$ cat config.mk
export PLATFORM = sky130hd
export DESIGN_NAME = writeback_stage
export DESIGN_NICKNAME = d
export VERILOG_FILES = /design/src/rtl/rv_pkg.sv /design/src/rtl/load_align.sv /design/src/rtl/writeback_stage.sv
export SDC_FILE = /design/constraint.sdc
export NUM_CORES = 1
export LEC_CHECK = 0
export BUFFER_PORTS_ARGS = -buffer_cell sky130_fd_sc_hd__buf_2
export CORE_MARGIN = 1.5
export CORE_UTILIZATION = 50
export DETAILED_ROUTE_END_ITERATION = 16
export GPL_TIMING_DRIVEN = 0
export PLACE_DENSITY = 0.79
export SETUP_SLACK_MARGIN = 0.15
export SLEW_MARGIN = 20
export SYNTH_ARGS = -nofsm -noshare
export SYNTH_HDL_FRONTEND = slang
export SYNTH_SLANG_ARGS = --single-unit
$ cat constraint.sdc
create_clock -name stage_clk -period 3.35 [get_ports stage_clk]
set_input_delay 0.335 -clock stage_clk [delete_from_list [all_inputs] [get_ports stage_clk]]
set_output_delay 0.335 -clock stage_clk [all_outputs]
set_load 0.05 [all_outputs]
$ cat src/rtl/rv_pkg.sv
// ----------------------------------------------------------------------------
// rv_pkg
// Shared definitions for the multi-cycle RISC-V datapath.
// Contents:
//   XLEN_DEFAULT       default datapath width
//   WB_*               writeback source select encodings (in_wb_sel)
//   F3_*               load size/sign codes (funct3 of LOAD instructions)
//   wb_state_e         writeback stage FSM state encoding
// ----------------------------------------------------------------------------
package rv_pkg;

   localparam int XLEN_DEFAULT = 32;

   // Writeback source select
   localparam logic [1:0] WB_ALU  = 2'b00;
   localparam logic [1:0] WB_MEM  = 2'b01;
   localparam logic [1:0] WB_PC4  = 2'b10;
   localparam logic [1:0] WB_NONE = 2'b11;

   // Load funct3 codes; 011, 110 and 111 are not loads
   localparam logic [2:0] F3_LB  = 3'b000;
   localparam logic [2:0] F3_LH  = 3'b001;
   localparam logic [2:0] F3_LW  = 3'b010;
   localparam logic [2:0] F3_LBU = 3'b100;
   localparam logic [2:0] F3_LHU = 3'b101;

   typedef enum logic [1:0] {
      ST_IDLE     = 2'b00,
      ST_MEM_WAIT = 2'b01,
      ST_WRITE    = 2'b10,
      ST_FAULT    = 2'b11
   } wb_state_e;

endpackage : rv_pkg

$ cat src/rtl/load_align.sv
// ----------------------------------------------------------------------------
// load_align
// Combinational load decoder: picks the byte/half/word lane out of a read
// word, sign- or zero-extends it, and flags illegal or misaligned accesses.
// Ports:
//   funct3_i       load size/sign code
//   addr_lo_i      low two bits of the effective address
//   mem_rdata_i    full word returned by data memory
//   data_o         aligned and extended load result
//   misaligned_o   half not on a 2-byte boundary, or word not on 4
//   illegal_o      funct3 is not a load code
// ----------------------------------------------------------------------------
module load_align
   import rv_pkg::*;
#(
   parameter int XLEN = XLEN_DEFAULT
) (
   input  logic [2:0]      funct3_i,
   input  logic [1:0]      addr_lo_i,
   input  logic [XLEN-1:0] mem_rdata_i,
   output logic [XLEN-1:0] data_o,
   output logic            misaligned_o,
   output logic            illegal_o
);

   logic [7:0]  byte_lane;
   logic [15:0] half_lane;

   // Byte lane is addr[1:0]; half lane is addr[1] only, addr[0] is the
   // misalignment bit for halves.
   assign byte_lane = mem_rdata_i[{addr_lo_i, 3'b000} +: 8];
   assign half_lane = mem_rdata_i[{addr_lo_i[1], 4'b0000} +: 16];

   always_comb begin
      // NOTE: every output gets a default before the case so no path leaves
      // one unassigned, which would otherwise infer a latch.
      data_o       = '0;
      misaligned_o = 1'b0;
      illegal_o    = 1'b0;
      case (funct3_i)
         F3_LB:  data_o = {{(XLEN-8){byte_lane[7]}}, byte_lane};
         F3_LBU: data_o = {{(XLEN-8){1'b0}}, byte_lane};
         F3_LH: begin
            data_o       = {{(XLEN-16){half_lane[15]}}, half_lane};
            misaligned_o = addr_lo_i[0];
         end
         F3_LHU: begin
            data_o       = {{(XLEN-16){1'b0}}, half_lane};
            misaligned_o = addr_lo_i[0];
         end
         F3_LW: begin
            data_o       = mem_rdata_i;
            misaligned_o = |addr_lo_i;
         end
         default: illegal_o = 1'b1;
      endcase
   end

endmodule : load_align

$ cat src/rtl/writeback_stage.sv
// ----------------------------------------------------------------------------
// writeback_stage
// Final stage of the multi-cycle datapath and writer side of the register
// bank. Accepts one retired result from execute, performs the data-memory
// read for loads, and presents one register-bank write per instruction.
// Ports:
//   stage_clk, reset        clock (rising edge), async active-high reset
//   in_valid / in_ready     execute handshake; ready only while idle
//   in_rd                   destination register
//   in_alu_result           ALU result, effective address for loads
//   in_pc_plus4             link value for JAL/JALR
//   in_wb_sel               writeback source (ALU, MEM, PC4, NONE)
//   in_funct3               load size/sign code
//   mem_req / mem_addr      word read request, held until mem_ack
//   mem_rdata / mem_ack     read data, valid on the one-cycle ack
//   rd / wb_data            register bank write index and data
//   save_to_reg             register bank write enable (one cycle)
//   load_fault              one-cycle pulse on bad or timed-out load
// ----------------------------------------------------------------------------
module writeback_stage
   import rv_pkg::*;
#(
   parameter int XLEN        = XLEN_DEFAULT,
   parameter int MEM_TIMEOUT = 16
) (
   input  logic            stage_clk,
   input  logic            reset,
   input  logic            in_valid,
   output logic            in_ready,
   input  logic [4:0]      in_rd,
   input  logic [XLEN-1:0] in_alu_result,
   input  logic [XLEN-1:0] in_pc_plus4,
   input  logic [1:0]      in_wb_sel,
   input  logic [2:0]      in_funct3,
   output logic            mem_req,
   output logic [XLEN-1:0] mem_addr,
   input  logic [XLEN-1:0] mem_rdata,
   input  logic            mem_ack,
   output logic [4:0]      rd,
   output logic [XLEN-1:0] wb_data,
   output logic            save_to_reg,
   output logic            load_fault
);

   localparam int CNT_W = (MEM_TIMEOUT > 2) ? $clog2(MEM_TIMEOUT) : 1;
   localparam logic [CNT_W-1:0] CNT_LAST = CNT_W'(MEM_TIMEOUT - 1);

   wb_state_e         state_q;
   logic [CNT_W-1:0]  cnt_q;

   // Fields captured at accept that the load path still needs after IDLE
   logic [4:0]        cap_rd_q;
   logic [2:0]        cap_funct3_q;
   logic [1:0]        cap_addr_lo_q;

   // Registered outputs
   logic              mem_req_q;
   logic [XLEN-1:0]   mem_addr_q;
   logic [4:0]        rd_q;
   logic [XLEN-1:0]   wb_data_q;
   logic              save_q;
   logic              fault_q;

   // Single decoder instance: checks the incoming instruction while idle and
   // extracts the captured load's data while waiting for the ack.
   logic [2:0]        la_funct3;
   logic [1:0]        la_addr_lo;
   logic [XLEN-1:0]   la_data;
   logic              la_misaligned;
   logic              la_illegal;

   assign la_funct3  = (state_q == ST_IDLE) ? in_funct3           : cap_funct3_q;
   assign la_addr_lo = (state_q == ST_IDLE) ? in_alu_result[1:0]  : cap_addr_lo_q;

   load_align #(
      .XLEN (XLEN)
   ) u_load_align (
      .funct3_i     (la_funct3),
      .addr_lo_i    (la_addr_lo),
      .mem_rdata_i  (mem_rdata),
      .data_o       (la_data),
      .misaligned_o (la_misaligned),
      .illegal_o    (la_illegal)
   );

   always_ff @(posedge stage_clk or posedge reset) begin
      if (reset) begin
         state_q       <= ST_IDLE;
         cnt_q         <= '0;
         cap_rd_q      <= '0;
         cap_funct3_q  <= '0;
         cap_addr_lo_q <= '0;
         mem_req_q     <= 1'b0;
         mem_addr_q    <= '0;
         rd_q          <= '0;
         wb_data_q     <= '0;
         save_q        <= 1'b0;
         fault_q       <= 1'b0;
      end else begin
         // NOTE: all state here uses non-blocking assignment so every flop
         // samples pre-edge values regardless of statement order.
         save_q  <= 1'b0;
         fault_q <= 1'b0;
         case (state_q)
            ST_IDLE: begin
               if (in_valid) begin
                  cap_rd_q      <= in_rd;
                  cap_funct3_q  <= in_funct3;
                  cap_addr_lo_q <= in_alu_result[1:0];
                  if (in_wb_sel == WB_MEM) begin
                     if (la_illegal || la_misaligned) begin
                        state_q <= ST_FAULT;
                        fault_q <= 1'b1;
                     end else begin
                        state_q    <= ST_MEM_WAIT;
                        cnt_q      <= '0;
                        mem_req_q  <= 1'b1;
                        mem_addr_q <= {in_alu_result[XLEN-1:2], 2'b00};
                     end
                  end else begin
                     // Non-load results are written on the very next cycle
                     state_q   <= ST_WRITE;
                     rd_q      <= in_rd;
                     wb_data_q <= (in_wb_sel == WB_PC4) ? in_pc_plus4 : in_alu_result;
                     save_q    <= (in_rd != 5'd0) && (in_wb_sel != WB_NONE);
                  end
               end
            end

            ST_MEM_WAIT: begin
               // Ack is tested first so it wins over a coinciding timeout
               if (mem_ack) begin
                  state_q   <= ST_WRITE;
                  mem_req_q <= 1'b0;
                  rd_q      <= cap_rd_q;
                  wb_data_q <= la_data;
                  save_q    <= (cap_rd_q != 5'd0);
               end else if (cnt_q == CNT_LAST) begin
                  state_q   <= ST_FAULT;
                  mem_req_q <= 1'b0;
                  fault_q   <= 1'b1;
               end else begin
                  cnt_q <= cnt_q + 1'b1;
               end
            end

            ST_WRITE: state_q <= ST_IDLE;
            ST_FAULT: state_q <= ST_IDLE;
            default:  state_q <= ST_IDLE;
         endcase
      end
   end

   assign in_ready    = (state_q == ST_IDLE);
   assign mem_req     = mem_req_q;
   assign mem_addr    = mem_addr_q;
   assign rd          = rd_q;
   assign wb_data     = wb_data_q;
   assign save_to_reg = save_q;
   assign load_fault  = fault_q;

endmodule : writeback_stage
==> impl_metrics.py <==
metrics = {
    "floorplanning": {
        "die_y_um": 102,
        "start_util_pct": 52.1,
        "num_rows": 35,
        "num_io_pins": 183,
        "die_area_um2": 10400,
        "die_w_um": 102,
        "core_area_um2": 9370,
    },
    "clocking": {
        "ctsHoldBuffers": 0,
        "clock_sinks": 86,
        "clk_path_buf_depth": 2,
        "cts-root-buf": "clkbuf_8",
        "path_clk_slew_ns": 0.09,
        "htree_levels": 3,
        "cts_tree": "yes",
        "cts_made_buffers": 9,
        "clkLatencyLatePin_ns": 0.37,
        "cts_setup_buffers": 0,
        "cts_resized": 0,
    },
    "power": {
        "ir_drop_mv": 0.602,
        "p_clk_share_pct": 16.2,
        "switchingPower_mw": 2.64,
        "switching_share_pct": 49.9,
        "seqPwrFrac_pct": 31.2,
        "power_frac_comb_pct": 52.6,
        "p_total_mw": 5.28,
        "powerDensity_nw_per_um2": 851,
        "power.internal_mw": 2.64,
        "p_leak_nw": 2.91,
    },
    "yosys": {
        "synth-compound-area-share_pct": 22.0,
        "muxShareOfSynthArea_pct": 12.3,
        "yosys_register_bits": 86,
        "synthArstFlopShare_pct": 100,
        "synth_top_family_by_area": "compound AO/OA/AOI/OAI gates",
        "yosys.area_share.simple_pct": 16.3,
        "synth_area_per_cell_um2": 9.59,
        "synth-edff-count": 0,
        "synthCells": 509,
        "netlist_area_um2": 4880,
        "yosys_warnings": 0,
        "synthFlopType": "dfrtp_1",
        "synthXorXnorAreaFrac_pct": 0,
        "synth_cell_types": 55,
        "synth_fa_ha_area_share_pct": 0.256,
        "yosysSeqAreaShare_pct": 44.1,
    },
    "sta": {
        "hold_ws_ns": 0.0226,
        "hold_viol_final": 0,
        "max_freq_ghz": 0.404,
        "worst_slew_pin_slew_ns": 0.989,
        "setup_viol": 0,
        "slew_headroom_pct": 33.9,
        "final.setup_skew_ns": 0.0145,
        "final.min_clock_period_ns": 2.48,
        "drv_slew": 0,
        "grt_setup_unrepaired": "no",
        "fin_ws_ns": 0.874,
        "setup_tns_ns": 0,
        "fin_crit_sh_pct": 73.9,
    },
    "critical_path": {
        "critPathCaptureType": "register",
        "worst-path-buf-inv": 3,
        "cp_cell_sequence": "buf_6, nand2b_1, or2_2, buf_2, a21oi_1, clkbuf_1, nand4_1, o221a_2",
        "worstSetupStartpointType": "register",
        "worstSetupStartpoint": "state_q[0]$_DFFE_PP0P_",
        "critPathMaxStageDelay_ns": 0.51,
        "worstPathArrival_ns": 2.73,
        "rr_startpoint": "state_q[0]$_DFFE_PP0P_",
        "path_delay_family": "buffers and inverters",
        "cp_max_fo": 10,
        "required_ns": 3.60,
        "worst_path_max_delay_cell": "a21oi_1",
        "criticalPathCategory": "reg -> reg",
    },
    "min_path": {
        "hp-class": "in -> async",
    },
    "place": {
        "gp_congestion": 0.940,
        "io_buffers": 180,
        "pre_cts_ws_ns": 0.812,
        "hpwl_mm": 11.9,
    },
    "detailed_routing": {
        "drt-pass1-iter-count": 7,
        "num_vias": 4981,
        "wl_per_cell_um": 18.3,
        "ant_nets": 0,
        "drc": 0,
        "wl_mm": 15.3,
        "drt_iter0_drc": 418,
        "routed_via_density": 5.96,
    },
    "finish": {
        "antenna_cells": 0,
        "area_delta_synth_final_pct": 27.1,
        "finalNetCount": 813,
        "largest_reg_flops": 32,
        "drive_above_1_share_pct": 35.2,
    },
    "grt": {
        "grt_antenna_before_repair": 0,
        "grt_max_degree": 45,
        "grt_pass1_wl_mm": 23.2,
        "grt_overflow": 0,
        "grt_pass1_vias": 4680,
        "grtUsageTotal_pct": 29.5,
    },
    "status": {
        "status": "finished, final reports clean",
    },
    "job": {
        "max_cap_viol_count": 0,
    },
}
[layout make-up]
type | count | area (um2)
inverters | 7 | 28.8
flip-flops and latches | 86 | 2150
multi-input cells | 378 | 2490
repair buffers | 181 | 921
well taps | 129 | 161
plain buffers | 39 | 216
clock inverters | 5 | 81.3
clock buffers | 11 | 151
fillers | 777 | 3170
[cells in the mapped netlist (2+ instances only)]
| cell | instances | area (um2) |
|---|---|---|
| a2111oi_0 | 18 | 158 |
| a211oi_1 | 3 | 22.5 |
| a21o_1 | 2 | 15.0 |
| a21oi_1 | 32 | 160 |
| a221o_1 | 7 | 70.1 |
| a221oi_1 | 23 | 201 |
| a31oi_1 | 12 | 75.1 |
| buf_1 | 2 | 7.51 |
| buf_2 | 8 | 40.0 |
| buf_4 | 4 | 30.0 |
| buf_6 | 6 | 67.6 |
| clkbuf_1 | 19 | 71.3 |
| dfrtp_1 | 86 | 2150 |
| inv_1 | 6 | 22.5 |
| mux2_1 | 17 | 191 |
| mux2_2 | 14 | 158 |
| mux2i_1 | 23 | 230 |
| nand2_1 | 104 | 390 |
| nand2b_1 | 5 | 31.3 |
| nand3_1 | 6 | 30.0 |
| nand4_1 | 7 | 43.8 |
| nor2_1 | 26 | 97.6 |
| nor2b_1 | 4 | 25.0 |
| nor3b_1 | 2 | 15.0 |
| nor4_1 | 2 | 12.5 |
| nor4b_2 | 2 | 30.0 |
| o21a_1 | 3 | 22.5 |
| o21ai_0 | 25 | 125 |
| o21ai_1 | 3 | 15.0 |
| o221a_2 | 7 | 78.8 |
| o22ai_1 | 3 | 18.8 |
| o31ai_1 | 2 | 15.0 |
| or3b_2 | 2 | 17.5 |
| or4_1 | 3 | 22.5 |
[per-layer routing]
layer / track usage (%) / wire length, um / vias to the layer above
met3: 7.04 / 1330 / 37
met5: 0 / 0 / -
met2: 48.0 / 7270 / 285
li1: - / - / 2276
met1: 38.2 / 6270 / 2383
met4: 11.1 / 459 / 0
[power groups by stage]
stage	Combinational [mW]	Sequential, mW	Clock, mW
finish	2.78	1.65	0.856
global placement	2.72	1.64	0
CTS	2.77	1.64	0.860
detailed placement	2.77	1.66	0
global route	2.94	1.69	0.897
floorplan	0.898	2.82	0
[final timing paths]
kind                                                end  slack (ns)  depth (start not counted)
worst min register to register  mem_addr[6]$_DFFE_PP0P_        0.49                          1
worst max register to register   wb_data[2]$_DFFE_PP0P_        0.87                          8
max in group asynchronous       wb_data[14]$_DFFE_PP0P_        2.70                          3
worst max-delay path             wb_data[2]$_DFFE_PP0P_        0.87                          8
min in group stage_clk          mem_addr[6]$_DFFE_PP0P_        0.20                          2
worst min-delay path                mem_req$_DFFE_PP0P_        0.02                          2
[worst register-to-register path, delay by kind of cell (launching register included)]
family / cells / cell delay [ns]
compound gates: 2 / 0.67
simple gates: 3 / 0.60
buf+inv: 3 / 0.72
flops: 1 / 0.39
[metrics by stage]
stage	cells	utilization (%)	area, um2
finish	836	66.2	6200
CTS	836	66.2	6200
floorplan	510	-	4880
global placement	819	63.5	5950
detailed placement	820	63.7	5970
global route	836	66.2	6200
[logic make-up after synthesis]
| family | Yosys count |
|---|---|
| flip-flops | 86 |
| multiplexers | 55 |
| other | 1 |
| AND/OR/NAND/NOR | 172 |
| buffers and inverters | 46 |
| adder cells (fa/ha/maj) | 1 |
| AO/OA/AOI/OAI | 148 |
[cells in the final DEF, fill, tap and decap left out, types with 14 or more instances in the layout]
master	synthesis	final
buf_2	8	188
clkbuf_1	19	19
o21ai_0	25	25
dfrtp_1	86	86
mux2_1	17	17
nor2_1	26	26
mux2i_1	23	23
a2111oi_0	18	18
a21oi_1	32	32
mux2_2	14	14
a221oi_1	23	23
nand2_1	104	104
Power figures use the tool's default switching activity.
